**config.mk**
```make
export PLATFORM = sky130hd
export DESIGN_NAME = hazard_controller
export DESIGN_NICKNAME = d
export VERILOG_FILES = /design/src/rtl/hazard_controller_pkg.sv /design/src/rtl/hazard_forward_select.sv /design/src/rtl/hazard_controller.sv
export SDC_FILE = /design/constraint.sdc
export NUM_CORES = 1
export LEC_CHECK = 0
export BUFFER_PORTS_ARGS = -buffer_cell sky130_fd_sc_hd__buf_2
export CELL_PAD_IN_SITES_DETAIL_PLACEMENT = 2
export CELL_PAD_IN_SITES_GLOBAL_PLACEMENT = 2
export CORE_MARGIN = 4
export CORE_UTILIZATION = 35
export DETAILED_ROUTE_END_ITERATION = 6
export PLACE_DENSITY = 0.93
export SYNTH_ARGS = -nofsm -noshare
export SYNTH_HDL_FRONTEND = slang
export SYNTH_HIERARCHICAL = 1
export SYNTH_SLANG_ARGS = --single-unit
```
**constraint.sdc**
```tcl
create_clock -name clk -period 5.3 [get_ports clk]
set_input_delay 0.265 -clock clk [delete_from_list [all_inputs] [get_ports clk]]
set_output_delay 0.265 -clock clk [all_outputs]
set_load 0.02 [all_outputs]
```
**src/rtl/hazard_controller_pkg.sv**
```systemverilog
// Shared types for the pipeline hazard controller: register addresses, ALU operand kinds,
// forwarding selects and the shadow entry tracking an in-flight instruction.
package hazard_controller_pkg;

   typedef logic [4:0] RegAddr;

   typedef enum logic [1:0] {
      OP_TYPE_REG  = 2'd0,
      OP_TYPE_IMM  = 2'd1,
      OP_TYPE_PC   = 2'd2,
      OP_TYPE_ZERO = 2'd3
   } ALUOpType;

   typedef enum logic [1:0] {
      FWD_NONE     = 2'd0,
      FWD_FROM_MEM = 2'd1,
      FWD_FROM_WB  = 2'd2
   } ForwardSel;

   typedef struct packed {
      logic   valid;
      RegAddr rd;
      logic   wr;
      logic   load;
   } HazardEntry;

   localparam HazardEntry ENTRY_EMPTY = '0;

   // x0 is hardwired, so a producer targeting it never supplies a value.
   function automatic logic entry_match(input HazardEntry ent, input RegAddr src);
      return ent.valid && ent.wr && (ent.rd != 5'd0) && (ent.rd == src);
   endfunction

endpackage

```
**src/rtl/hazard_forward_select.sv**
```systemverilog
// Forwarding select for one decode source against the EX and MEM shadow entries.
// Combinational, no backpressure; the youngest producer (EX) wins.
module hazard_forward_select
   import hazard_controller_pkg::*;
(
   input  logic       src_used_i,
   input  RegAddr     src_addr_i,
   input  HazardEntry ex_ent_i,
   input  HazardEntry mem_ent_i,
   output ForwardSel  fwd_sel_o
);

   always_comb begin
      fwd_sel_o = FWD_NONE;
      if (src_used_i) begin
         if (entry_match(ex_ent_i, src_addr_i)) begin
            fwd_sel_o = FWD_FROM_MEM;
         end else if (entry_match(mem_ent_i, src_addr_i)) begin
            fwd_sel_o = FWD_FROM_WB;
         end
      end
   end

endmodule

```
**src/rtl/hazard_controller.sv**
```systemverilog
// Pipeline stall/flush and registered forwarding control for the 5-stage core.
// Stall/flush are combinational this cycle; forwarding selects apply to the instr in EX next cycle.
module hazard_controller
   import hazard_controller_pkg::*;
#(
   parameter int PERF_CNT_WIDTH = 32
) (
   input  logic                      clk,
   input  logic                      rst,
   input  RegAddr                    rs1Addr,
   input  RegAddr                    rs2Addr,
   input  ALUOpType                  aluOp1Type,
   input  ALUOpType                  aluOp2Type,
   input  logic                      isStore,
   input  logic                      decodeValid,
   input  RegAddr                    rdAddr,
   input  logic                      wrEnable,
   input  logic                      isLoad,
   input  logic                      exBusy,
   input  logic                      redirectValid,
   output logic                      stallFetch,
   output logic                      stallDecode,
   output logic                      flushDecode,
   output logic                      flushExecute,
   output ForwardSel                 rs1FwdSel,
   output ForwardSel                 rs2FwdSel,
   output logic [PERF_CNT_WIDTH-1:0] stallCount,
   output logic [PERF_CNT_WIDTH-1:0] flushCount
);

   HazardEntry ex_ent_q, mem_ent_q, wb_ent_q;
   HazardEntry ex_ent_d, mem_ent_d, wb_ent_d;
   ForwardSel  rs1_fwd_q, rs2_fwd_q, rs1_fwd_d, rs2_fwd_d;
   ForwardSel  rs1_sel, rs2_sel;
   logic [PERF_CNT_WIDTH-1:0] stall_cnt_q, stall_cnt_d, flush_cnt_q, flush_cnt_d;

   logic rs1_used, rs2_used, load_use;

   assign rs1_used = (aluOp1Type == OP_TYPE_REG);
   assign rs2_used = (aluOp2Type == OP_TYPE_REG) || isStore;

   assign load_use = decodeValid && ex_ent_q.load &&
                     ((rs1_used && entry_match(ex_ent_q, rs1Addr)) ||
                      (rs2_used && entry_match(ex_ent_q, rs2Addr)));

   hazard_forward_select u_fwd_rs1 (
      .src_used_i (rs1_used),
      .src_addr_i (rs1Addr),
      .ex_ent_i   (ex_ent_q),
      .mem_ent_i  (mem_ent_q),
      .fwd_sel_o  (rs1_sel)
   );

   hazard_forward_select u_fwd_rs2 (
      .src_used_i (rs2_used),
      .src_addr_i (rs2Addr),
      .ex_ent_i   (ex_ent_q),
      .mem_ent_i  (mem_ent_q),
      .fwd_sel_o  (rs2_sel)
   );

   // Control priority: busy EX unit, then branch redirect, then load-use bubble.
   always_comb begin
      stallFetch   = 1'b0;
      stallDecode  = 1'b0;
      flushDecode  = 1'b0;
      flushExecute = 1'b0;
      if (!rst) begin
         if (exBusy) begin
            stallFetch  = 1'b1;
            stallDecode = 1'b1;
         end else if (redirectValid) begin
            flushDecode  = 1'b1;
            flushExecute = 1'b1;
         end else if (load_use) begin
            stallFetch   = 1'b1;
            stallDecode  = 1'b1;
            flushExecute = 1'b1;
         end
      end
   end

   always_comb begin
      ex_ent_d  = ex_ent_q;
      mem_ent_d = mem_ent_q;
      wb_ent_d  = wb_ent_q;
      rs1_fwd_d = rs1_fwd_q;
      rs2_fwd_d = rs2_fwd_q;
      if (!exBusy) begin
         wb_ent_d  = mem_ent_q;
         mem_ent_d = ex_ent_q;
         if (decodeValid && !flushExecute) begin
            ex_ent_d  = '{valid: 1'b1, rd: rdAddr, wr: wrEnable, load: isLoad};
            rs1_fwd_d = rs1_sel;
            rs2_fwd_d = rs2_sel;
         end else begin
            ex_ent_d  = ENTRY_EMPTY;
            rs1_fwd_d = FWD_NONE;
            rs2_fwd_d = FWD_NONE;
         end
      end
   end

   always_comb begin
      stall_cnt_d = stall_cnt_q;
      flush_cnt_d = flush_cnt_q;
      if (stallDecode && (stall_cnt_q != '1)) begin
         stall_cnt_d = stall_cnt_q + 1'b1;
      end
      if (redirectValid && (flush_cnt_q != '1)) begin
         flush_cnt_d = flush_cnt_q + 1'b1;
      end
   end

   always_ff @(posedge clk) begin
      if (rst) begin
         ex_ent_q    <= ENTRY_EMPTY;
         mem_ent_q   <= ENTRY_EMPTY;
         wb_ent_q    <= ENTRY_EMPTY;
         rs1_fwd_q   <= FWD_NONE;
         rs2_fwd_q   <= FWD_NONE;
         stall_cnt_q <= '0;
         flush_cnt_q <= '0;
      end else begin
         ex_ent_q    <= ex_ent_d;
         mem_ent_q   <= mem_ent_d;
         wb_ent_q    <= wb_ent_d;
         rs1_fwd_q   <= rs1_fwd_d;
         rs2_fwd_q   <= rs2_fwd_d;
         stall_cnt_q <= stall_cnt_d;
         flush_cnt_q <= flush_cnt_d;
      end
   end

   assign rs1FwdSel  = rs1_fwd_q;
   assign rs2FwdSel  = rs2_fwd_q;
   assign stallCount = stall_cnt_q;
   assign flushCount = flush_cnt_q;

endmodule

```
==> flow_summary_export.csv <==
group,metric,value,unit
status,status,"finished clean",
sta,fmax,335,MHz
worst_setup_path,criticalPathCategory,"register to register",
power_and_ir_drop,combinationalPowerShare,6.8,%
place,portBuffers,98,
floorplan,die_w,121,um
worst_setup_path,slowest_stage,"a32oi_4",
route,dr.first_iter.drc_count,182,
sta,tightest_slew,1090,ps
clock_network,cts_root_buf,"clkbuf_16",
grt,grt_overflow,0,
route,drc,0,
route,drtPass1Iterations,4,
power_and_ir_drop,switchingPower,334,uW
place,dpl_cell_area,0.00502,mm2
clock_network,post_cts_resized,0,
finish,drive_gt1_share,23.4,%
route,ant_nets,0,
clock_network,holdBufCountCts,0,
job,drv_cap,0,
route,wirelength,15500,um
synthesis,syn_area,0.00445,mm2
worst_setup_path,critPathBufInv,1,
synthesis,postSynthCellCount,516,
finish,areaGrowthSynthToFinish,20.3,%
worst_setup_path,path_delay_family,"simple AND/OR/NAND/NOR gates",
floorplan,start_util,36.4,%
clock_network,postCtsSetupRepairBufs,0,
clock_network,cts_tree,"done",
place,place_congestion,0.819,
sta,hold_violations,0,
clock_network,cts_made_buffers,9,
worst_setup_path,crit_chain,"or4_1 > nor2_2 > nor4b_4 > a32oi_4 > buf_4 > nor4_2 > mux2_4",
sta,skew,9.22,ps
clock_network,cts_sinks,83,
finish,nets,632,
floorplan,die_y,121,um
power_and_ir_drop,p_seq_share,44.7,%
power_and_ir_drop,peakVddDrop,147,uV
route,num_vias,4289,
clock_network,cts-htree-levels,3,
clock_network,clk_pin_slew,60,ps
floorplan,ios,99,
grt,globalRouteTotalUtil,21.6,%
sta,setup_tns,0,ps
sta,relSlewSlack,27.5,%
grt,grt_pass1_vias,4637,
grt,antenna_found_initial,0,
synthesis,ys_warn_count,6,
finish,antenna_cells,0,
worst_setup_path,cpPeakStageDelay,700,ps
route,drt-wirelength-per-cell,20.0,um
worst_setup_path,cp-end-kind,"register",
grt,grt_pass1_wl,25300,um
grt,grt_max_degree,60,
sta,period_needed,2990,ps
power_and_ir_drop,switching_share,23.3,%
worst_setup_path,worst_setup_path_start_kind,"register",
power_and_ir_drop,p_int,1100,uW
sta,final-max-slew-violation-count,0,
worst_setup_path,cp.required,5530,ps
clock_network,clockBufferDepth,2,
place,dp_hpwl,11100,um
route,vias_per_cell,5.53,
sta,setup_viol,0,
synthesis,postSynthAreaPerCell,8.62,um2
power_and_ir_drop,cellPowerDensity,268,mW/mm2
sta,finalCritPeriodShare,56.4,%
sta,rsz0062_at_grt,"false",
floorplan,dieArea,0.0146,mm2
synthesis,synth_fp_nets,545,
finish,design_area,0.00535,mm2
worst_hold_path,min_path_type,"input port to register",
worst_setup_path,crit_fanout,36,
floorplan,rows,40,
floorplan,core_area,0.0122,mm2
clock_network,clkLatencyLatePin,350,ps
worst_setup_path,cp.arrival,3220,ps
power_and_ir_drop,p_clk_share,48.5,%
power_and_ir_drop,power_leakage,0.00210,uW
[layout make-up]
| type | count | area (um2) |
|---|---|---|
| Inverter | 23 | 86.3 |
| Multi-Input combinational cell | 385 | 2550 |
| Sequential cell | 83 | 1660 |
| Clock inverter | 4 | 72.6 |
| Clock buffer | 12 | 256 |
| Timing Repair Buffer | 101 | 513 |
| Tap cell | 168 | 210 |
| Fill cell | 1388 | 6860 |
[placed cells by master (no fill, tap or decap), types with 7 or more instances in the layout]
cell type	n
a21oi_1	29
a22oi_1	11
and3_1	9
and4_1	7
buf_2	98
clkbuf_16	9
dfxtp_1	83
inv_1	23
mux2i_1	8
nand2_1	29
nand3_1	28
nand4_1	14
nor2_1	68
nor3_1	8
nor4_1	7
o21ai_1	8
o31ai_1	14
or3_1	12
or4_1	18
xnor2_1	29
xor2_1	22
[final timing paths]
check / startpoint / to / slack (ps) / depth (start not counted)
min: rdAddr[4] / ex_ent_q[6]$_SDFFE_PP0N_ / 180 / 3
min reg2reg: stallCount[23]$_SDFFE_PP0P_ / stallCount[23]$_SDFFE_PP0P_ / 510 / 2
max reg2reg: ex_ent_q[2]$_SDFFE_PP0N_ / stallCount[10]$_SDFFE_PP0P_ / 2310 / 7
max: ex_ent_q[2]$_SDFFE_PP0N_ / stallCount[10]$_SDFFE_PP0P_ / 2310 / 7
[power by group through the flow]
| stage | clock [uW] | sequential, uW | combinational, uW |
|---|---|---|---|
| after global placement | 0 | 655 | 91.0 |
| after global routing | 745 | 643 | 106 |
| final | 696 | 642 | 97.8 |
| after floorplan | 0 | 656 | 62.2 |
| after CTS | 713 | 642 | 97.5 |
| after detailed placement | 0 | 656 | 96.2 |
[worst reg2reg max path: cells and delay by family, from the launching register on]
kind	cells	cell delay, ps
simple gates	4	960
flops	1	440
mux	1	310
compound gates	1	700
buf+inv	1	480
[per-stage QoR]
stage	hold WS, ps	utilization (%)	power, uW	std cells	setup slack (ps)
6_report	179	43.8	1440	776	2310
5_1_grt	173	43.8	1490	776	2170
4_1_cts	166	43.8	1450	776	2320
3_5_place_dp	500	41.1	752	760	2370
3_3_place_gp	478	41.1	746	760	2490
2_1_floorplan	409	-	718	516	2980
[sequential cells by signal, indices dropped and copies added (netlist names)]
signal and flops:
ex_ent_q 8, flushCount 32, mem_ent_q 7, rs1FwdSel 2
rs2FwdSel 2, stallCount 32
[layer usage]
metal	wire length [um]	track usage, %	vias to the layer above
met3	600	3.88	17
met1	6720	25.8	2118
met2	7940	39.0	98
met5	0	0	-
met4	246	7.01	0
li1	-	-	2056
Power figures use the tool's default switching activity.
